`src/rtl/i2s_tdm_tx.sv`:
```
// i2s_tdm_tx: parametrised I2S / left-justified / TDM serializer.
// A one-frame holding buffer (valid/ready) feeds a shadow register that is
// reloaded at every frame start; if the buffer is empty at that point the
// previous frame is repeated and a single-cycle underrun pulse is raised.
//
// Handshake: a frame transfers on a clk_sys edge where in_valid && in_ready;
// in_ready is simply "holding buffer empty", it does not depend on in_valid,
// and it goes low on the cycle after the transfer.
module i2s_tdm_tx #(
  parameter int CLK_DIV     = 4,
  parameter int SAMPLE_BITS = 16,
  parameter int SLOT_BITS   = 16,
  parameter int CHANNELS    = 2,
  parameter int MODE        = 0
) (
  input  logic                            clk_sys,
  input  logic                            reset_n,
  input  logic                            en,
  input  logic [CHANNELS*SAMPLE_BITS-1:0] in_data,
  input  logic                            in_valid,
  output logic                            in_ready,
  output logic                            I2S_BCK,
  output logic                            I2S_LRCK,
  output logic                            I2S_DATA,
  output logic                            underrun
);

  localparam int FRAME_BITS = CHANNELS * SLOT_BITS;
  localparam int DATA_W     = CHANNELS * SAMPLE_BITS;
  localparam int CNT_W      = $clog2(FRAME_BITS);
  localparam int DIV_W      = (CLK_DIV > 1) ? $clog2(CLK_DIV) : 1;

  localparam logic [CNT_W-1:0] BIT_LAST = CNT_W'(FRAME_BITS - 1);
  localparam logic [CNT_W-1:0] BIT_HALF = CNT_W'(FRAME_BITS / 2);
  localparam logic [DIV_W-1:0] DIV_LAST = DIV_W'(CLK_DIV - 1);

  // Clock divider / frame position state
  logic [DIV_W-1:0]  div_q, div_d;
  logic              bck_q, bck_d;
  logic [CNT_W-1:0]  bit_q, bit_d;

  // Frame storage
  logic              full_q, full_d;
  logic [DATA_W-1:0] buf_q, buf_d;
  logic [DATA_W-1:0] shadow_q, shadow_d;

  // Serial outputs and the one-BCK delay flop used by Philips framing
  logic              lrck_q, lrck_d;
  logic              data_q, data_d;
  logic              dly_q, dly_d;
  logic              und_q, und_d;

  // Control strobes
  logic              bck_fall;
  logic              frame_start;

  // Left-justified bit for every frame position, taken from the shadow value
  // that is valid after this edge (so frame bit 0 already sees a fresh load).
  logic [FRAME_BITS-1:0] lj_vec;

  for (genvar s = 0; s < CHANNELS; s++) begin : g_slot
    for (genvar k = 0; k < SLOT_BITS; k++) begin : g_bit
      if (k < SAMPLE_BITS) begin : g_data
        assign lj_vec[s*SLOT_BITS + k] = shadow_d[s*SAMPLE_BITS + SAMPLE_BITS - 1 - k];
      end else begin : g_pad
        assign lj_vec[s*SLOT_BITS + k] = 1'b0;
      end
    end
  end

  // Bit clock divider, frame position, buffer/shadow handoff and underrun
  always_comb begin
    div_d       = div_q;
    bck_d       = bck_q;
    bit_d       = bit_q;
    full_d      = full_q;
    buf_d       = buf_q;
    shadow_d    = shadow_q;
    und_d       = 1'b0;
    bck_fall    = 1'b0;
    frame_start = 1'b0;

    if (!en) begin
      div_d = '0;
      bck_d = 1'b0;
      bit_d = BIT_LAST;
    end else if (div_q == DIV_LAST) begin
      div_d    = '0;
      bck_d    = ~bck_q;
      bck_fall = bck_q;
    end else begin
      div_d = div_q + DIV_W'(1);
    end

    if (bck_fall) begin
      if (bit_q == BIT_LAST) begin
        bit_d       = '0;
        frame_start = 1'b1;
      end else begin
        bit_d = bit_q + CNT_W'(1);
      end
    end

    // A full buffer moves into the shadow; an empty one repeats the last frame.
    if (frame_start) begin
      if (full_q) begin
        shadow_d = buf_q;
        full_d   = 1'b0;
      end else begin
        und_d = 1'b1;
      end
    end

    // Accept only into an empty buffer; never bypass into the shadow.
    if (in_valid && !full_q) begin
      buf_d  = in_data;
      full_d = 1'b1;
    end
  end

  // LRCK and DATA change together with the falling BCK edge
  always_comb begin
    lrck_d = lrck_q;
    data_d = data_q;
    dly_d  = dly_q;
    if (!en) begin
      lrck_d = 1'b0;
      data_d = 1'b0;
      dly_d  = 1'b0;
    end else if (bck_fall) begin
      lrck_d = (bit_d >= BIT_HALF);
      if (MODE != 0) begin
        data_d = lj_vec[bit_d];
      end else begin
        data_d = dly_q;
        dly_d  = lj_vec[bit_d];
      end
    end
  end

  // State registers with asynchronous active-low reset
  always_ff @(posedge clk_sys or negedge reset_n) begin
    if (!reset_n) begin
      div_q    <= '0;
      bck_q    <= 1'b0;
      bit_q    <= BIT_LAST;
      full_q   <= 1'b0;
      buf_q    <= '0;
      shadow_q <= '0;
      lrck_q   <= 1'b0;
      data_q   <= 1'b0;
      dly_q    <= 1'b0;
      und_q    <= 1'b0;
    end else begin
      div_q    <= div_d;
      bck_q    <= bck_d;
      bit_q    <= bit_d;
      full_q   <= full_d;
      buf_q    <= buf_d;
      shadow_q <= shadow_d;
      lrck_q   <= lrck_d;
      data_q   <= data_d;
      dly_q    <= dly_d;
      und_q    <= und_d;
    end
  end

  assign in_ready = ~full_q;
  assign I2S_BCK  = bck_q;
  assign I2S_LRCK = lrck_q;
  assign I2S_DATA = data_q;
  assign underrun = und_q;

endmodule

```
`config.mk`:
```
export PLATFORM = sky130hd
export DESIGN_NAME = i2s_tdm_tx
export DESIGN_NICKNAME = d
export VERILOG_FILES = /design/src/rtl/i2s_tdm_tx.sv
export SDC_FILE = /design/constraint.sdc
export NUM_CORES = 1
export LEC_CHECK = 0
export ABC_CLOCK_PERIOD_IN_PS = 4250
export CAP_MARGIN = 25
export CELL_PAD_IN_SITES_DETAIL_PLACEMENT = 2
export CELL_PAD_IN_SITES_GLOBAL_PLACEMENT = 2
export CORE_MARGIN = 4
export CORE_UTILIZATION = 25
export DETAILED_ROUTE_END_ITERATION = 10
export PLACE_DENSITY_LB_ADDON = 0.1
export SETUP_SLACK_MARGIN = 0.05
export SYNTH_ARGS = -nofsm -noshare
export SYNTH_HDL_FRONTEND = slang
export SYNTH_SLANG_ARGS = --single-unit
```
`constraint.sdc`:
```
create_clock -name clk_sys -period 4.25 [get_ports clk_sys]
set_input_delay 0.85 -clock clk_sys [delete_from_list [all_inputs] [get_ports clk_sys]]
set_output_delay 0.85 -clock clk_sys [all_outputs]
set_load 0.05 [all_outputs]
```
==> run summary <==
predominant post-synthesis flop cell = dfrtp_1
ant diodes = 0
Switching Power = 0.000397 W
Final min period = 3.06 ns
Synth cell types = 46
Clk pin slew, worst setup/hold paths = 0.06 ns
Yosys reg bits = 77
Max stage delay on crit path = 0.56 ns
run status = finished clean
worst path arrival time = 3.27 ns
die boundary height = 125 um
Final Cycle Share = 72.0%
pwr dens = 430 nW/um2
Syn Inst Count = 245
vias in the first global route = 2411
FFs w/ async S/R, synth = 100%
Worst Path Max Fanout = 34
Sw Share = 21.6%
Slew Limit Fails = 0
static leakage = 1.92 nW
CTS tree = built
Max Clock Freq = 327 MHz
initial antenna violation count = 0
syn_nets = 284
Worst EP required = 4.45 ns
Gates resized, CTS repair = 0
Cell Int Power = 0.00144 W
WP buf/inv = 0
nets = 324
synth warn = 0
post-placement cell area = 3970 um2
reg2reg end = dly_q
clock sink total = 77
Num CTS Buffers = 9
DRT iter0 DRCs = 74
Clk network pwr share = 44.5%
Rows = 42
Hold Fails Final Rpt = 0
HPWL Detailed = 5.34 mm
core area = 13300 um2
r2r startpoint = bit_q[0]
TNS Setup = 0 ns
Worst Tran Pin Value = 0.504 ns
Crit path max-delay family = simple AND/OR/NAND/NOR gates
Peak VDD IR = 244 uV
area delta synth->final = 25.7%
CP most frequent cell = ha_1
1st-pass router iterations = 4
Max Cap Viol = 0
Setup-failing EPs final = 0
Hold-fix buffers, CTS = 0
die area = 15600 um2
vias post-DR = 2087
Worst setup SP type = register
RD Place Congestion = 0.680
H-tree depth = 3
Worst Skew = 0.00701 ns
Residual DRC = 0
Post-synth EDFFs = 0
Initial Util = 25.6%
Global Route Usage Sum = 10.8%
Synth Cell Area = 3410 um2
sequential element share of the synthesized area = 56.7%
CP max-delay cell = dfstp_2
DRT Wirelength = 7.74 mm
first-pass GRT wire length = 13.2 mm
Setup crit end kind = register
wire per inst = 16.6 um
unrepaired setup endpoints after global routing = no
Setup Crit Path Kind = reg -> reg
Clk Latency, worst-skew pair = 0.34 ns
fin area = 4280 um2
mean area per synthesized cell = 13.9 um2
io pins = 41
worst min path class = in -> async
clk root buf = clkbuf_16
worst reg2reg path depth = 10
Die W = 125 um
largest net degree at the start of global routing = 59
Comb pwr share = 8.8%
Reg power frac = 46.7%
crit-path cells = ha_1 > and3_1 > ha_1 > and4_1 > nand2_4 > mux2_2 > nor2_1 > nor3_1 > o41ai_2 > o211ai_1
Via density = 4.49
postcts setup bufs = 0
GRT overflow = 0
layout cell share with drive strength beyond 1 = 33.2%
r2r setup slk = 1.19 ns
number of buffers added on ports = 40
clk buf depth = 2
relative slew slack = 66.3%
DRT antenna net count = 0
-- worst max path at each step --
stage / startpoint / to / slack (ns) / cells after the start
after floorplan: bit_q[0] / dly_q / 1.74 / 12
after global placement: en / dly_q / 0.87 / 8
after detailed placement: en / dly_q / 0.81 / 8
after CTS: bit_q[0] / dly_q / 1.13 / 10
after global routing: bit_q[0] / dly_q / 0.92 / 10
final: bit_q[0] / dly_q / 1.19 / 10
-- synth_stat cells, types with 2 or more instances --
| cell type | n | area share, % |
|---|---|---|
| dfrtp_1 | 72 | 53 |
| mux2_2 | 60 | 20 |
| nand2_4 | 2 | 0.66 |
| buf_1 | 3 | 0.33 |
| nor3_1 | 2 | 0.29 |
| o21ai_0 | 4 | 0.59 |
| mux2_4 | 2 | 0.88 |
| o22a_1 | 2 | 0.51 |
| and3_1 | 5 | 0.92 |
| buf_6 | 5 | 1.7 |
| mux2i_1 | 5 | 1.5 |
| nand2_1 | 9 | 0.99 |
| dfstp_2 | 5 | 3.9 |
| buf_4 | 3 | 0.66 |
| a31o_2 | 2 | 0.51 |
| mux4_2 | 3 | 2.0 |
| o22ai_1 | 4 | 0.73 |
| nand2b_1 | 2 | 0.37 |
| and2_1 | 2 | 0.37 |
| a21boi_0 | 2 | 0.44 |
| a311oi_1 | 2 | 0.51 |
| buf_2 | 2 | 0.29 |
| nor2_1 | 9 | 0.99 |
| nand3_1 | 6 | 0.88 |
| o211ai_1 | 3 | 0.66 |
| inv_1 | 5 | 0.55 |
| ha_1 | 3 | 1.1 |
| a21oi_1 | 3 | 0.44 |
-- flip-flops by register name, indices dropped and copies added (netlist names) --
register	cells
I2S_BCK	1
I2S_DATA	1
I2S_LRCK	1
bit_q	5
buf_q	32
div_q	2
dly_q	1
full_q	1
shadow_q	32
underrun	1
-- final cells by class --
class | instances | area (um2)
Clock inverter | 4 | 72.6
Timing Repair Buffer | 43 | 440
Clock buffer | 11 | 243
Fill cell | 1382 | 9010
Multi-Input combinational cell | 148 | 1350
Sequential cell | 77 | 1930
Inverter | 6 | 22.5
Tap cell | 176 | 220
-- per-stage QoR --
stage	hold WS (ns)	power, W	util [%]	std cells	setup slack, ns
3_5_place_dp	0.446	0.00104	29.8	450	0.811
3_3_place_gp	0.428	0.00103	29.6	449	0.867
4_1_cts	0.402	0.00189	32.2	465	1.13
5_1_grt	0.416	0.00195	32.2	465	0.923
6_report	0.402	0.00184	32.2	465	1.19
2_1_floorplan	0.403	0.000953	-	245	1.74
-- routing by layer --
layer	track usage, %	vias up	share of wire [%]	wire length [um]
li1	-	965	-	-
met1	13.5	1079	47	3600
met2	17.2	35	48	3720
met3	4.42	8	4.2	323
met4	3.48	0	1.1	86
met5	0	-	0	0
-- layout by cell type (no fill, tap or decap), types with 4 or more instances in the layout --
master / Yosys / final
dfrtp_1: 72 / 72
mux2_2: 60 / 60
clkdlybuf4s50_1: 0 / 39
nor2_1: 9 / 9
nand2_1: 9 / 9
clkbuf_16: 0 / 9
nand3_1: 6 / 6
and3_1: 5 / 5
inv_1: 5 / 5
mux2i_1: 5 / 5
dfstp_2: 5 / 5
o21ai_0: 4 / 4
o22ai_1: 4 / 4
-- cell families (layout without fill, tap and decap cells) --
logic type / Yosys count / in the layout / synth area share [%]
AO/OA/AOI/OAI: 30 / 30 / 6.83
XOR/XNOR: 1 / 1 / 0.257
adder cells (fa/ha/maj): 3 / 3 / 1.10
buffers and inverters: 20 / 64 / 3.71
flip-flops: 77 / 77 / 56.7
multiplexers: 70 / 70 / 24.2
AND/OR/NAND/NOR: 44 / 44 / 7.20
-- worst register-to-register path, delay by kind of cell, from the launching register on --
kind | cells | cell delay [ns]
AOI/OAI and AO/OA | 2 | 0.42
muxes | 1 | 0.40
adders and majority gates | 2 | 0.46
and+or+nand+nor | 5 | 1.09
DFF | 1 | 0.56
-- power groups by stage --
stage	clock, W	combinational, W	sequential [W]
after global placement	0	0.000160	0.000875
after floorplan	0	0.0000996	0.000853
after CTS	0.000854	0.000168	0.000864
after detailed placement	0	0.000167	0.000876
after global routing	0.000892	0.000183	0.000871
final	0.000819	0.000163	0.000859
Power figures use the tool's default switching activity.
